$ cat src/rtl/mul_div_pkg.sv
// -----------------------------------------------------------------------------
// mul_div_pkg
// Shared definitions for the multiply/divide unit: operation encodings, the
// sequencer state enumeration, the iteration count and small helpers.
// No ports (package).
// -----------------------------------------------------------------------------
package mul_div_pkg;

  localparam int DATA_W   = 32;  // operand / result width
  localparam int ITER_CNT = 32;  // radix-2 iterations per operation
  localparam int CNT_W    = 6;   // wide enough to hold ITER_CNT-1
  localparam int REG_W    = 5;   // register index width

  typedef enum logic [1:0] {
    OP_MUL  = 2'b00,  // low word of signed product
    OP_MULH = 2'b01,  // high word of signed product
    OP_DIV  = 2'b10,  // signed quotient
    OP_REM  = 2'b11   // signed remainder
  } op_e;

  typedef enum logic [1:0] {
    IDLE = 2'b00,
    CALC = 2'b01,
    FIX  = 2'b10,
    DONE = 2'b11
  } state_e;

  // DIV and REM share the top encoding bit.
  function automatic logic is_div_op(input op_e op);
    return op[1];
  endfunction

endpackage

$ cat src/rtl/mul_div_if.sv
// -----------------------------------------------------------------------------
// mul_div_if
// Request/write-back bundle between the issuing pipeline (master) and the
// multiply/divide unit (slave).
//
// Handshake: the master may raise start for one cycle whenever busy is low;
// a start seen while busy is high is ignored. The unit later raises wrReg for
// exactly one cycle; destReg, wrData and err are only meaningful in that
// cycle. There is no back-pressure on the write-back side.
//
//   start    m->s  request pulse
//   op       m->s  operation (see mul_div_pkg::op_e)
//   rs_val   m->s  operand A (signed)
//   rt_val   m->s  operand B (signed)
//   dest_in  m->s  destination register index
//   busy     s->m  unit occupied
//   wrReg    s->m  one-cycle write strobe
//   destReg  s->m  write index
//   wrData   s->m  result
//   err      s->m  divide-by-zero / unsupported operation flag
// -----------------------------------------------------------------------------
interface mul_div_if;

  logic                               start;
  logic [1:0]                         op;
  logic [mul_div_pkg::DATA_W-1:0]     rs_val;
  logic [mul_div_pkg::DATA_W-1:0]     rt_val;
  logic [mul_div_pkg::REG_W-1:0]      dest_in;
  logic                               busy;
  logic                               wrReg;
  logic [mul_div_pkg::REG_W-1:0]      destReg;
  logic [mul_div_pkg::DATA_W-1:0]     wrData;
  logic                               err;

  modport master (
    output start, op, rs_val, rt_val, dest_in,
    input  busy, wrReg, destReg, wrData, err
  );

  modport slave (
    input  start, op, rs_val, rt_val, dest_in,
    output busy, wrReg, destReg, wrData, err
  );

endinterface

$ cat src/rtl/mul_div_signfix.sv
// -----------------------------------------------------------------------------
// mul_div_signfix
// Combinational conditional two's-complement negate. With neg_i tied to the
// operand's sign bit it yields the magnitude (abs of the most negative value
// comes out as the same bit pattern, which is the correct unsigned magnitude).
//   val_i  W-bit input value
//   neg_i  negate when high
//   val_o  W-bit result
// -----------------------------------------------------------------------------
module mul_div_signfix #(
  parameter int W = 32
) (
  input  logic [W-1:0] val_i,
  input  logic         neg_i,
  output logic [W-1:0] val_o
);

  assign val_o = neg_i ? ((~val_i) + {{(W-1){1'b0}}, 1'b1}) : val_i;

endmodule

$ cat src/rtl/mul_div_unit.sv
// -----------------------------------------------------------------------------
// mul_div_unit
// Iterative signed multiply / divide unit. Operands are reduced to magnitudes
// on acceptance, processed by 32 radix-2 steps (shift-add or restoring
// shift-subtract), sign-corrected in one FIX cycle and written back with a
// one-cycle wrReg strobe.
//
// Ports:
//   clk          rising-edge clock
//   rst_n        asynchronous active-low reset
//   bus          mul_div_if.slave request / write-back bundle
//   dbg_state_o  current sequencer state (debug visibility)
//
// Build option: define MUL_DIV_DIVIDER_EN to include the divider datapath.
// Without it DIV/REM return 0 with err set after the short path.
// -----------------------------------------------------------------------------
module mul_div_unit
  import mul_div_pkg::*;
#(
  parameter int WIDTH = 32  // only 32 is supported
) (
  input  logic            clk,
  input  logic            rst_n,
  mul_div_if.slave        bus,
  output state_e          dbg_state_o
);

  state_e               state_q;
  op_e                  op_q;
  logic                 sa_q, sb_q;
  logic [WIDTH-1:0]     a_mag_q;
  logic [WIDTH-1:0]     hi_q, lo_q;
  logic [CNT_W-1:0]     cnt_q;
  logic                 busy_q, wrReg_q, err_q;
  logic [REG_W-1:0]     destReg_q;
  logic [WIDTH-1:0]     wrData_q;
`ifdef MUL_DIV_DIVIDER_EN
  logic [WIDTH-1:0]     b_mag_q;
`endif

  op_e                  op_in;
  logic [WIDTH-1:0]     abs_a, abs_b;
  logic                 short_path;
  logic [WIDTH-1:0]     short_data;
  logic [WIDTH-1:0]     addend;
  logic [WIDTH:0]       add_sum;
  logic [WIDTH-1:0]     hi_d, lo_d;
  logic [2*WIDTH-1:0]   fix_in, fix_out;
  logic                 fix_neg;
  logic [WIDTH-1:0]     fix_result;
`ifdef MUL_DIV_DIVIDER_EN
  logic [WIDTH:0]       shifted, trial;
`endif

  assign op_in = op_e'(bus.op);

  mul_div_signfix #(.W(WIDTH)) u_abs_a (
    .val_i (bus.rs_val),
    .neg_i (bus.rs_val[WIDTH-1]),
    .val_o (abs_a)
  );

  mul_div_signfix #(.W(WIDTH)) u_abs_b (
    .val_i (bus.rt_val),
    .neg_i (bus.rt_val[WIDTH-1]),
    .val_o (abs_b)
  );

  mul_div_signfix #(.W(2*WIDTH)) u_fix (
    .val_i (fix_in),
    .neg_i (fix_neg),
    .val_o (fix_out)
  );

  // Requests that complete without iterating: divide by zero, or any
  // divide-class op when the divider is not built in.
  always_comb begin
`ifdef MUL_DIV_DIVIDER_EN
    short_path = is_div_op(op_in) && (bus.rt_val == '0);
    short_data = (op_in == OP_DIV) ? '1 : bus.rs_val;
`else
    short_path = is_div_op(op_in);
    short_data = '0;
`endif
  end

  // One radix-2 step. Multiply: {hi,lo} holds partial product over the
  // shrinking multiplier. Divide: hi is the partial remainder, lo shifts the
  // dividend out and the quotient bits in.
  always_comb begin
    addend  = lo_q[0] ? a_mag_q : '0;
    add_sum = {1'b0, hi_q} + {1'b0, addend};
    hi_d    = add_sum[WIDTH:1];
    lo_d    = {add_sum[0], lo_q[WIDTH-1:1]};
`ifdef MUL_DIV_DIVIDER_EN
    // Partial remainder is always below the divisor (<= 2^31), so the
    // shifted value fits 32 bits and bit WIDTH of trial is a clean borrow.
    shifted = {hi_q, lo_q[WIDTH-1]};
    trial   = shifted - {1'b0, b_mag_q};
    if (is_div_op(op_q)) begin
      hi_d = trial[WIDTH] ? shifted[WIDTH-1:0] : trial[WIDTH-1:0];
      lo_d = {lo_q[WIDTH-2:0], ~trial[WIDTH]};
    end
`endif
  end

  // Sign correction: product and quotient take signA^signB, remainder takes
  // signA. The 64-bit negate covers the full product for MULH.
  always_comb begin
    fix_in  = {hi_q, lo_q};
    fix_neg = sa_q ^ sb_q;
`ifdef MUL_DIV_DIVIDER_EN
    if (op_q == OP_DIV) begin
      fix_in = {{WIDTH{1'b0}}, lo_q};
    end else if (op_q == OP_REM) begin
      fix_in  = {{WIDTH{1'b0}}, hi_q};
      fix_neg = sa_q;
    end
`endif
    fix_result = fix_out[WIDTH-1:0];
    if (op_q == OP_MULH) fix_result = fix_out[2*WIDTH-1:WIDTH];
  end

  always_ff @(posedge clk or negedge rst_n) begin
    if (!rst_n) begin
      state_q   <= IDLE;
      op_q      <= OP_MUL;
      sa_q      <= 1'b0;
      sb_q      <= 1'b0;
      a_mag_q   <= '0;
`ifdef MUL_DIV_DIVIDER_EN
      b_mag_q   <= '0;
`endif
      hi_q      <= '0;
      lo_q      <= '0;
      cnt_q     <= '0;
      busy_q    <= 1'b0;
      wrReg_q   <= 1'b0;
      err_q     <= 1'b0;
      destReg_q <= '0;
      wrData_q  <= '0;
    end else begin
      case (state_q)
        IDLE: begin
          if (bus.start) begin
            op_q      <= op_in;
            sa_q      <= bus.rs_val[WIDTH-1];
            sb_q      <= bus.rt_val[WIDTH-1];
            a_mag_q   <= abs_a;
`ifdef MUL_DIV_DIVIDER_EN
            b_mag_q   <= abs_b;
`endif
            cnt_q     <= '0;
            busy_q    <= 1'b1;
            destReg_q <= bus.dest_in;
            if (short_path) begin
              wrData_q <= short_data;
              state_q  <= DONE;
            end else begin
              hi_q    <= '0;
              lo_q    <= is_div_op(op_in) ? abs_a : abs_b;
              state_q <= CALC;
            end
          end
        end
        CALC: begin
          hi_q  <= hi_d;
          lo_q  <= lo_d;
          cnt_q <= cnt_q + CNT_W'(1);
          if (cnt_q == CNT_W'(ITER_CNT - 1)) state_q <= FIX;
        end
        FIX: begin
          wrData_q <= fix_result;
          wrReg_q  <= 1'b1;
          err_q    <= 1'b0;
          state_q  <= DONE;
        end
        DONE: begin
          // The normal path arrives with the strobe already raised. The short
          // path arrives with it low and raises it here (with err), giving a
          // one-cycle latency for error results.
          if (!wrReg_q) begin
            wrReg_q <= 1'b1;
            err_q   <= 1'b1;
          end else begin
            wrReg_q <= 1'b0;
            err_q   <= 1'b0;
            busy_q  <= 1'b0;
            state_q <= IDLE;
          end
        end
        default: state_q <= IDLE;
      endcase
    end
  end

  assign bus.busy    = busy_q;
  assign bus.wrReg   = wrReg_q;
  assign bus.err     = err_q;
  assign bus.destReg = destReg_q;
  assign bus.wrData  = wrData_q;
  assign dbg_state_o = state_q;

endmodule

$ cat src/flat_wrapper.sv
// flat-port wrapper written by rule: the top's interface ports become plain ports
module mul_div_unit_flat import mul_div_pkg::*;
#(
  parameter int WIDTH = 32                         
)
  (clk, rst_n, dbg_state_o, bus_start, bus_op, bus_rs_val, bus_rt_val, bus_dest_in, bus_busy, bus_wrReg, bus_destReg, bus_wrData, bus_err);
  mul_div_if bus_i ();
  input  logic clk;
  input  logic rst_n;
  output state_e dbg_state_o;
  input wire logic [$bits(bus_i.start)-1:0] bus_start;
  input wire logic [$bits(bus_i.op)-1:0] bus_op;
  input wire logic [$bits(bus_i.rs_val)-1:0] bus_rs_val;
  input wire logic [$bits(bus_i.rt_val)-1:0] bus_rt_val;
  input wire logic [$bits(bus_i.dest_in)-1:0] bus_dest_in;
  output wire logic [$bits(bus_i.busy)-1:0] bus_busy;
  output wire logic [$bits(bus_i.wrReg)-1:0] bus_wrReg;
  output wire logic [$bits(bus_i.destReg)-1:0] bus_destReg;
  output wire logic [$bits(bus_i.wrData)-1:0] bus_wrData;
  output wire logic [$bits(bus_i.err)-1:0] bus_err;
  assign bus_i.start = bus_start;
  assign bus_i.op = bus_op;
  assign bus_i.rs_val = bus_rs_val;
  assign bus_i.rt_val = bus_rt_val;
  assign bus_i.dest_in = bus_dest_in;
  assign bus_busy = bus_i.busy;
  assign bus_wrReg = bus_i.wrReg;
  assign bus_destReg = bus_i.destReg;
  assign bus_wrData = bus_i.wrData;
  assign bus_err = bus_i.err;
  mul_div_unit #(.WIDTH(WIDTH)) u_core (.clk(clk), .rst_n(rst_n), .bus(bus_i), .dbg_state_o(dbg_state_o));
endmodule
$ cat config.mk
export PLATFORM = sky130hd
export DESIGN_NAME = mul_div_unit_flat
export DESIGN_NICKNAME = d
export VERILOG_FILES = /design/src/rtl/mul_div_pkg.sv /design/src/rtl/mul_div_if.sv /design/src/rtl/mul_div_signfix.sv /design/src/rtl/mul_div_unit.sv /design/src/flat_wrapper.sv
export SDC_FILE = /design/constraint.sdc
export NUM_CORES = 1
export LEC_CHECK = 0
export CORE_MARGIN = 3
export CORE_UTILIZATION = 30
export CTS_CLUSTER_DIAMETER = 100
export DETAILED_ROUTE_END_ITERATION = 8
export RECOVER_POWER = 50
export SYNTH_ARGS = -nofsm -noshare
export SYNTH_HDL_FRONTEND = slang
export SYNTH_SLANG_ARGS = --single-unit
$ cat constraint.sdc
create_clock -name clk -period 3.9 [get_ports clk]
set_input_delay 0.78 -clock clk [delete_from_list [all_inputs] [get_ports clk]]
set_output_delay 0.78 -clock clk [all_outputs]
set_load 0.05 [all_outputs]
After elaboration in Yosys (flattened, before gate mapping):

Cells that the tools add are included.

* flip-flop bits (word level): 148
* input port bits: 74
* output and inout port bits: 42
* logic and storage cells: 70

* add/sub/neg operators: 5
* equal/unequal tests: 10
* muxes and demuxes: 27
* bitwise gates (word level): 4
* reductions and logical operators: 11

Operators with widths (count)
* 32-bit 2-to-1 mux: 10
* 32-bit case mux with 2 select lines: 3
* 32-bit by 1-bit adder with 32-bit output, second input constant: 2
* 64-bit by 1-bit adder with 64-bit output, second input constant: 1
* 64-bit 2-to-1 mux: 1
* 32-bit NOT: 2
* 64-bit NOT: 1
* 32-bit by 32-bit adder with 33-bit output: 1
* 6-bit case mux with 2 select lines: 1
* 3-bit AND reduction: 4
* 2-bit 2-to-1 mux: 4
* 2-bit case mux with 4 select lines: 1
* 2-bit nonzero test: 4
* 6-bit by 1-bit adder with 6-bit output, second input constant: 1
* 6-bit by 5-bit == test with 1-bit output, second input constant: 1
* 6-bit 2-to-1 mux: 1
* 2-bit != test, second input constant: 3
* 1-bit case mux with 2 select lines: 3
* 2-bit by 1-bit == test with 1-bit output, second input constant: 2
* 2-bit == test, second input constant: 2
* 2-bit by 1-bit != test with 1-bit output, second input constant: 2
* 2-bit AND reduction: 2
* 1-bit 2-to-1 mux: 3
* 2-bit zero test: 1
* 1-bit XOR: 1

Logic depth before layout (Yosys ltp):

Gate-level depths: netlist of the first run.

* depth after elaboration: 6
* gate-level depth with buffers: 12
* depth with buffers taken out: 11

By module:

From an unflattened synthesis of the first run, not the netlist that was laid out.

* cell total of the unflattened synthesis: 1245
* area total of the unflattened synthesis: 11653.7 µm²

Modules (own cells, without submodules)
* mul_div_unit: instances 1, cells each 841, area each 8450.6 µm², seq. area each 3703.6 µm²
* mul_div_signfix (u_core.u_fix): instances 1, cells each 206, area each 1649.1 µm², seq. area each 0.0 µm²
* mul_div_signfix (u_core.u_abs_a ...): instances 2, cells each 99, area each 777.0 µm², seq. area each 0.0 µm²

Least setup slack after synthesis of the first run:

OpenSTA, ideal clock, no wires.

* path type: register -> register
* start point: register u_core.lo_q[2]
* end point: register u_core.wrData_q[29] (netlist: u_core.bus.wrData[29])
* setup time: 0.131 ns
* arrival: 3.468 ns
* data required time: 3.769 ns
* slack: 0.301 ns
* cell stages (with the launch flop): 12
* path buffers: 4
* period minus slack after synthesis: 3.599 ns
* path through: dfrtp_1 -> buf_6 -> or4_4 -> buf_6 -> or4_1 -> buf_2 -> or4_1 -> buf_2 -> or4_4 -> o41a_1 -> xnor2_1 -> o21ai_1

* word-level cells in the longest chain between the ends: 5

Ends and longest elaborated chain
* from (decl): RTL line mul_div_unit.sv:32 `logic [WIDTH-1:0] hi_q, lo_q;`
* from (signal assigned): RTL line mul_div_unit.sv:161 `lo_q <= is_div_op(op_in) ? abs_a : abs_b;`
* from (signal assigned): RTL line mul_div_unit.sv:168 `lo_q <= lo_d;`
* 64-bit NOT: RTL line mul_div_signfix.sv:18 `assign val_o = neg_i ? ((~val_i) + {{(W-1){1'b0}}, 1'b1}) : val_i;`
* 64-bit by 1-bit adder with 64-bit output: RTL line mul_div_signfix.sv:18
* 64-bit 2-to-1 mux: RTL line mul_div_signfix.sv:18
* 32-bit 2-to-1 mux: RTL line mul_div_unit.sv:121 `if (op_q == OP_MULH) fix_result = fix_out[2*WIDTH-1:WIDTH];`
* 32-bit case mux with 2 select lines: RTL line mul_div_unit.sv:143 `case (state_q)`
* to (signal assigned): RTL line mul_div_unit.sv:157 `wrData_q <= short_data;`
* to (signal assigned): RTL line mul_div_unit.sv:173 `wrData_q <= fix_result;`
* to (decl): RTL line mul_div_unit.sv:36 `logic [WIDTH-1:0] wrData_q;`

Every way passes these cells.
A chain may end at the register's enable or synchronous reset.

Worst setup path after layout of the first run:

* start point: register u_core.lo_q[20]
* end point: register u_core.wrData_q[12] (netlist: u_core.bus.wrData[12])

The elaborated chain is that of the path after synthesis.

==> qor.txt, run 1 <==
Residual DRC - 0
DR vias - 10.3k
Crit. End Element - register
syn_nets - 1,439
worst setup margin - 0.409 ns
RSZ-0062 raised after global routing - false
vias per cell - 5.47
ys async rst share - 1.00
GR Util All Layers - 0.175
post-CTS sizing - 0
Post-synth EDFFs - 0
Slew Viols, Final - 83
GR Util met2 - 0.269
mux share of post-synthesis cell area - 0.0270
CTS Sinks - 148
Slew headroom - -0.469
Worst-path clk slew - 0.07 ns
initial antenna violation count - 2
Synth top cells by count - 159 x o21ai_0, 148 x dfrtp_1, 137 x nand2_1
Synth Area in Simple Gates - 0.203
Worst Max-Slew Pin Slew - 2.20 ns
DR pass1 iterations - 5
M3 GR Usage - 0.0275
CTS tree - yes
postcts setup bufs - 0
max_cap viols - 1
DRT antenna net count - 0
Seq/Total Area, Yosys - 0.340
worst hold path class - register to register
drt wl/cell - 18.1 µm
largest family of logic cells by synthesized area - compound AO/OA/AOI/OAI gates
Yosys reg bits - 148
Die Ht - 196 µm
clock latency on the worst-skew pair - 0.44 ns
setup violators final - 0
Die Wd - 196 µm
post-synth top area cell - dfrtp_1
cts hold-fix bufs - 0
global-route wire length before repair - 54,400 µm
clock root cell - clkbuf_16
most common cell in the netlist - o21ai_0
row count - 69
final worst-path cycle share - 0.895
drt initial violations - 871
CP Max Fanout - 7
Int Pwr - 5.94 mW
Ports - 116
die area - 38,600 µm²
Hold Startpoint - u_core.a_mag_q[4]
fin util - 0.371
yosys warns - 0
RD Place Congestion - 0.905
Sw Pwr - 5.74 mW
synthesized area per cell - 8.22 µm²
Synth Area in Adders - 0.0478
Post-Route WL - 34,100 µm
Initial Utilization - 0.305
top-area cell type share of the netlist area - 0.340
startpoint type of the worst setup path - register
CTS Buffer Depth - 2
fin crit period - 3.49 ns
Synth Area in Compound Gates - 0.238
top cells by area, synth - dfrtp_1 34%, o21ai_0 7.3%, xor2_1 6.2%
Distinct cells, synth - 66
FILL cells - 3,664
gr ovfl total - 0
failing checks - max-capacitance violations, max-slew violations
clock power share - 0.167
layout cells sized above 1 - 0.0648
Gate Count Post-Synth - 1,324
H-tree levels - 4
Mapped Area - 10,900 µm²
core area - 35,700 µm²
Leakage - 5.44 nW
worst endpoint required time - 4.21 ns
PwrDens - 883 nW/µm²
Sequential Power Share - 0.258
final hold viol count - 0
Sw Share - 0.491
nets - 1,521
Max rail drop VDD - 552 µV
largest net degree at the start of global routing - 83
worst r2r src - u_core.lo_q[20]
gr busiest metal - met2
Worst EP arrival - 3.80 ns
GRT met1 Usage - 0.257
Crit Path Class - register to register
TNS Setup - 0 ns
CTS Buf Count - 17
number of I/O port buffers - 115
status - complete, but fails checks
ys flop type - dfrtp_1
DP Wirelength - 26,100 µm
Layout Area Growth over Synthesis - 21.5%
vias in the first global route - 9,732
Setup crit start - u_core.lo_q[20]
highest clock rate - 286 MHz
XOR/XNOR share of the synthesized area - 0.104
Worst Skew - 0.0102 ns
power share of the combinational group - 0.575
Setup Slack @ Placement - 0.181 ns
==> metal layers <==
layer	vias up	wire, µm
li1	5012	-
met1	4915	16300
met2	318	15300
met3	37	1900
met4	2	590
met5	-	13
==> metrics by stage <==
step / cells / power (mW) / cell area [µm²] / hold slack [ns]
after floorplan: 1324 / 7.52 / 10900 / 0.436
after global placement: 1848 / 9.59 / 12600 / 0.456
after detailed placement: 1848 / 9.70 / 12600 / 0.466
after CTS: 1880 / 11.7 / 13300 / 0.455
after global routing: 1881 / 12.5 / 13200 / 0.482
final: 1881 / 11.7 / 13200 / 0.471
==> cell type report <==
type | instances | area [µm²] | area share
multi-input cells | 1065 | 6770 | 0.512
inverters | 23 | 86.3 | 0.00653
clock buffers | 21 | 460 | 0.0348
flip-flops and latches | 148 | 3700 | 0.280
clock inverters | 11 | 221 | 0.0167
diodes | 1 | 2.50 | 0.000189
well taps | 461 | 577 | 0.0436
repair buffers | 151 | 1400 | 0.106
==> worst max-delay path: stages, from the launching register on <==
cell and delay (ns):
dfrtp_1 0.42, or4_1 0.60, or4_1 0.49, buf_4 0.19, or4_1 0.61, nor3_1 0.23
buf_4 0.21, a21oi_1 0.08, xnor2_1 0.39, o21ai_0 0.13
==> cells by family after synthesis <==
family | after synthesis
adders and majority gates | 41
AOI/OAI and AO/OA | 419
muxes | 28
buffers and inverters | 111
xor gates and xnor gates | 129
and+or+nand+nor | 448
DFF | 148
==> power groups by stage <==
| stage | clock (mW) | combinational (mW) | sequential [mW] |
|---|---|---|---|
| global route | 2.05 | 7.38 | 3.11 |
| detailed placement | 0 | 6.66 | 3.04 |
| finish | 1.95 | 6.71 | 3.02 |
| global placement | 0 | 6.58 | 3.01 |
| CTS | 1.97 | 6.69 | 3.01 |
| floorplan | 0 | 4.15 | 3.37 |
==> registers in the layout, summed over array words and instances, names as in the netlist <==
signal              cells
u_core.bus.err          1
u_core.dbg_state_o      2
u_core.bus.wrData      32
u_core.sa_q             1
u_core.cnt_q            6
u_core.bus.destReg      5
u_core.bus.wrReg        1
u_core.bus.busy         1
u_core.hi_q            32
u_core.op_q             2
u_core.sb_q             1
u_core.lo_q            32
u_core.a_mag_q         32
==> path summary, 6_finish.rpt <==
path | to | slack [ns] | cells after the start
hold / removal | u_core.a_mag_q[4] | 0.47 | 2
max in group asynchronous | u_core.bus.destReg[0] | 0.70 | 2
setup reg to reg | u_core.bus.wrData[12] | 0.41 | 9
min in group asynchronous | u_core.hi_q[28] | 0.99 | 1
setup / recovery | u_core.bus.wrData[12] | 0.41 | 9
hold reg to reg | u_core.a_mag_q[4] | 0.47 | 2
==> cell usage in the layout, fill, tap and decap left out, types with 35 or more instances in the layout <==
| master | instances |
|---|---|
| o21ai_0 | 160 |
| dfrtp_1 | 148 |
| nand2_1 | 137 |
| clkdlybuf4s50_1 | 113 |
| nor2_1 | 90 |
| a21oi_1 | 88 |
| xor2_1 | 76 |
| xnor2_1 | 51 |
| nor3_1 | 42 |
| ha_1 | 39 |
| o31ai_1 | 35 |
No activity file was read; power rests on OpenSTA's default activity.
==> inputs of run 2 (changes only) <==
- SETUP_SLACK_MARGIN: unset -> 0.3
==> qor.txt, run 2 (same netlist as run 1, synthesis figures left out) <==
status - complete, but fails checks
failing checks - max-capacitance violations, max-slew violations
drt initial violations - 889 (+2.1%)
crit path cell chain - or4_1, or4_1, buf_4, or4_1, nor3_1, buf_4, o21ai_0, xnor2_1, o21ai_0
Ports - 116 (unchanged)
clock latency on the worst-skew pair - 0.44 ns (about the same)
vias in the first global route - 9,732 (unchanged)
Setup Slack @ Placement - 0.181 ns (unchanged)
TNS Setup - 0 ns (unchanged)
Int Pwr - 5.96 mW (+0.39%)
Tot Pwr - 11.7 mW (+0.27%)
Slew headroom - -0.503 (-0.0342)
row count - 69 (unchanged)
max_cap viols - 1 (unchanged)
critical path's top delay family - simple AND/OR/NAND/NOR gates
PwrDens - 883 nW/µm² (about the same)
worst hold slack - 0.471 ns (+0.000119 ns)
CTS tree - yes
CTS Buffer Depth - 2 (unchanged)
CTS Sinks - 148 (unchanged)
Initial Utilization - 0.305 (unchanged)
Die Wd - 196 µm (unchanged)
Sw Share - 0.491 (-0.000595)
setup violators final - 0 (unchanged)
clock power share - 0.167 (about the same)
Sequential Power Share - 0.258 (about the same)
Max rail drop VDD - 552 µV (about the same)
Worst Skew - 0.0118 ns (+0.00164 ns)
power share of the combinational group - 0.575 (about the same)
DR pass1 iterations - 5 (unchanged)
number of I/O port buffers - 115 (unchanged)
Worst-path clk slew - 0.07 ns (about the same)
worst endpoint required time - 4.21 ns (about the same)
layout cells sized above 1 - 0.0677 (+0.00282)
Slew Viols, Final - 82 (-1.2%)
RSZ-0062 raised after global routing - true
most common cell after layout, fill and taps aside - o21ai_0
most frequent cells in the layout - 160 x o21ai_0, 148 x dfrtp_1, 137 x nand2_1
GR Util All Layers - 0.175 (unchanged)
CP Max Fanout - 7 (unchanged)
drt wl/cell - 18.1 µm (-0.13%)
startpoint type of the worst setup path - register
Setup crit start - u_core.lo_q[20]
die area - 38,600 µm² (unchanged)
highest clock rate - 290 MHz (+1.2%)
Worst EP arrival - 3.76 ns (-0.04 ns)
most frequent CP cell - or4_1
crit path max-delay cell type - or4_1
gr ovfl total - 0 (unchanged)
H-tree levels - 4 (unchanged)
Post-Route WL - 34,000 µm (-0.13%)
Crit Path Class - register to register
postcts setup bufs - 0 (unchanged)
Residual DRC - 0 (unchanged)
final hold viol count - 0 (unchanged)
FILL cells - 3,658 (-0.16%)
Leakage - 5.46 nW (+0.32%)
fin crit period - 3.45 ns (-0.0408 ns)
DP Wirelength - 26,100 µm (unchanged)
final worst-path cycle share - 0.885 (-0.0105)
peak per-stage delay on the critical path - 0.64 ns (+0.03 ns)
RD Place Congestion - 0.905 (unchanged)
Die Ht - 196 µm (unchanged)
worst setup margin - 0.450 ns (+0.0409 ns)
DR vias - 10.3k (-0.19%)
CTS Buf Count - 17 (unchanged)
non-filler instance count after layout - 1,881 (unchanged)
global-route wire length before repair - 54,400 µm (unchanged)
vias per cell - 5.46 (-0.19%)
placed cells - 1,848 (unchanged)
Buf/Inv on CP - 2 (unchanged)
Layout Area Growth over Synthesis - 21.9%
initial antenna violation count - 1 (-1)
Crit. End Element - register
worst r2r src - u_core.lo_q[20]
nets - 1,521 (unchanged)
clock root cell - clkbuf_16
Worst Max-Slew Pin Slew - 2.26 ns (+0.0513 ns)
Hold Startpoint - u_core.a_mag_q[4]
core area - 35,700 µm² (unchanged)
worst hold path class - register to register
DRT antenna net count - 0 (unchanged)
Sw Pwr - 5.75 mW (+0.15%)
largest net degree at the start of global routing - 83 (unchanged)
[run 2: worst paths after layout]
path	to	depth (start not counted)	slack (ns)
setup / recovery	u_core.bus.wrData[22]	9	0.45
hold / removal	u_core.a_mag_q[4]	2	0.47
setup reg to reg	u_core.bus.wrData[22]	9	0.45
hold reg to reg	u_core.a_mag_q[4]	2	0.47
max in group asynchronous	u_core.a_mag_q[29]	2	0.91
min in group asynchronous	u_core.hi_q[28]	1	1.01
[run 2: repair_timing]
item                       4_1_cts  5_1_grt
gates resized for setup          0        4
setup endpoints to repair        0        4
hold endpoints to repair         0        0
hold buffers                     0        0
[run 2: through the flow]
stage / util / cell area (µm²)
final: 0.372 / 13300
after global routing: 0.372 / 13300
after CTS: 0.372 / 13300
after detailed placement: 0.353 / 12600
after global placement: 0.353 / 12600
after floorplan: - / 10900
[run 2: tightest hold or removal path: stages, from the launching register on]
cell and delay [ns]:
dfrtp_1 0.33, nand2_1 0.05, o21ai_0 0.06
[run 2: power by group through the flow]
stage	logic [mW]	registers (mW)	clock network, mW
2_1_floorplan	4.15	3.37	0
3_3_place_gp	6.58	3.01	0
3_5_place_dp	6.66	3.04	0
4_1_cts	6.69	3.01	1.97
5_1_grt	7.42	3.12	2.05
6_report	6.73	3.02	1.95
[run 2: layout make-up]
| class | instances | area [µm²] | share of cell area |
|---|---|---|---|
| Multi-Input combinational cell | 1065 | 6800 | 0.512 |
| Inverter | 23 | 86.3 | 0.00651 |
| Timing Repair Buffer | 151 | 1420 | 0.107 |
| Tap cell | 461 | 577 | 0.0435 |
| Antenna cell | 1 | 2.50 | 0.000189 |
| Clock inverter | 11 | 221 | 0.0167 |
| Sequential cell | 148 | 3700 | 0.279 |
| Clock buffer | 21 | 460 | 0.0347 |
[run 2: layer usage]
layer / wire, µm / part of all wire / global-route usage
met3: 1910 / 0.056 / 0.0275
met5: 0 / 0 / 0
met4: 537 / 0.016 / 0.0489
met1: 16300 / 0.48 / 0.257
met2: 15300 / 0.45 / 0.269
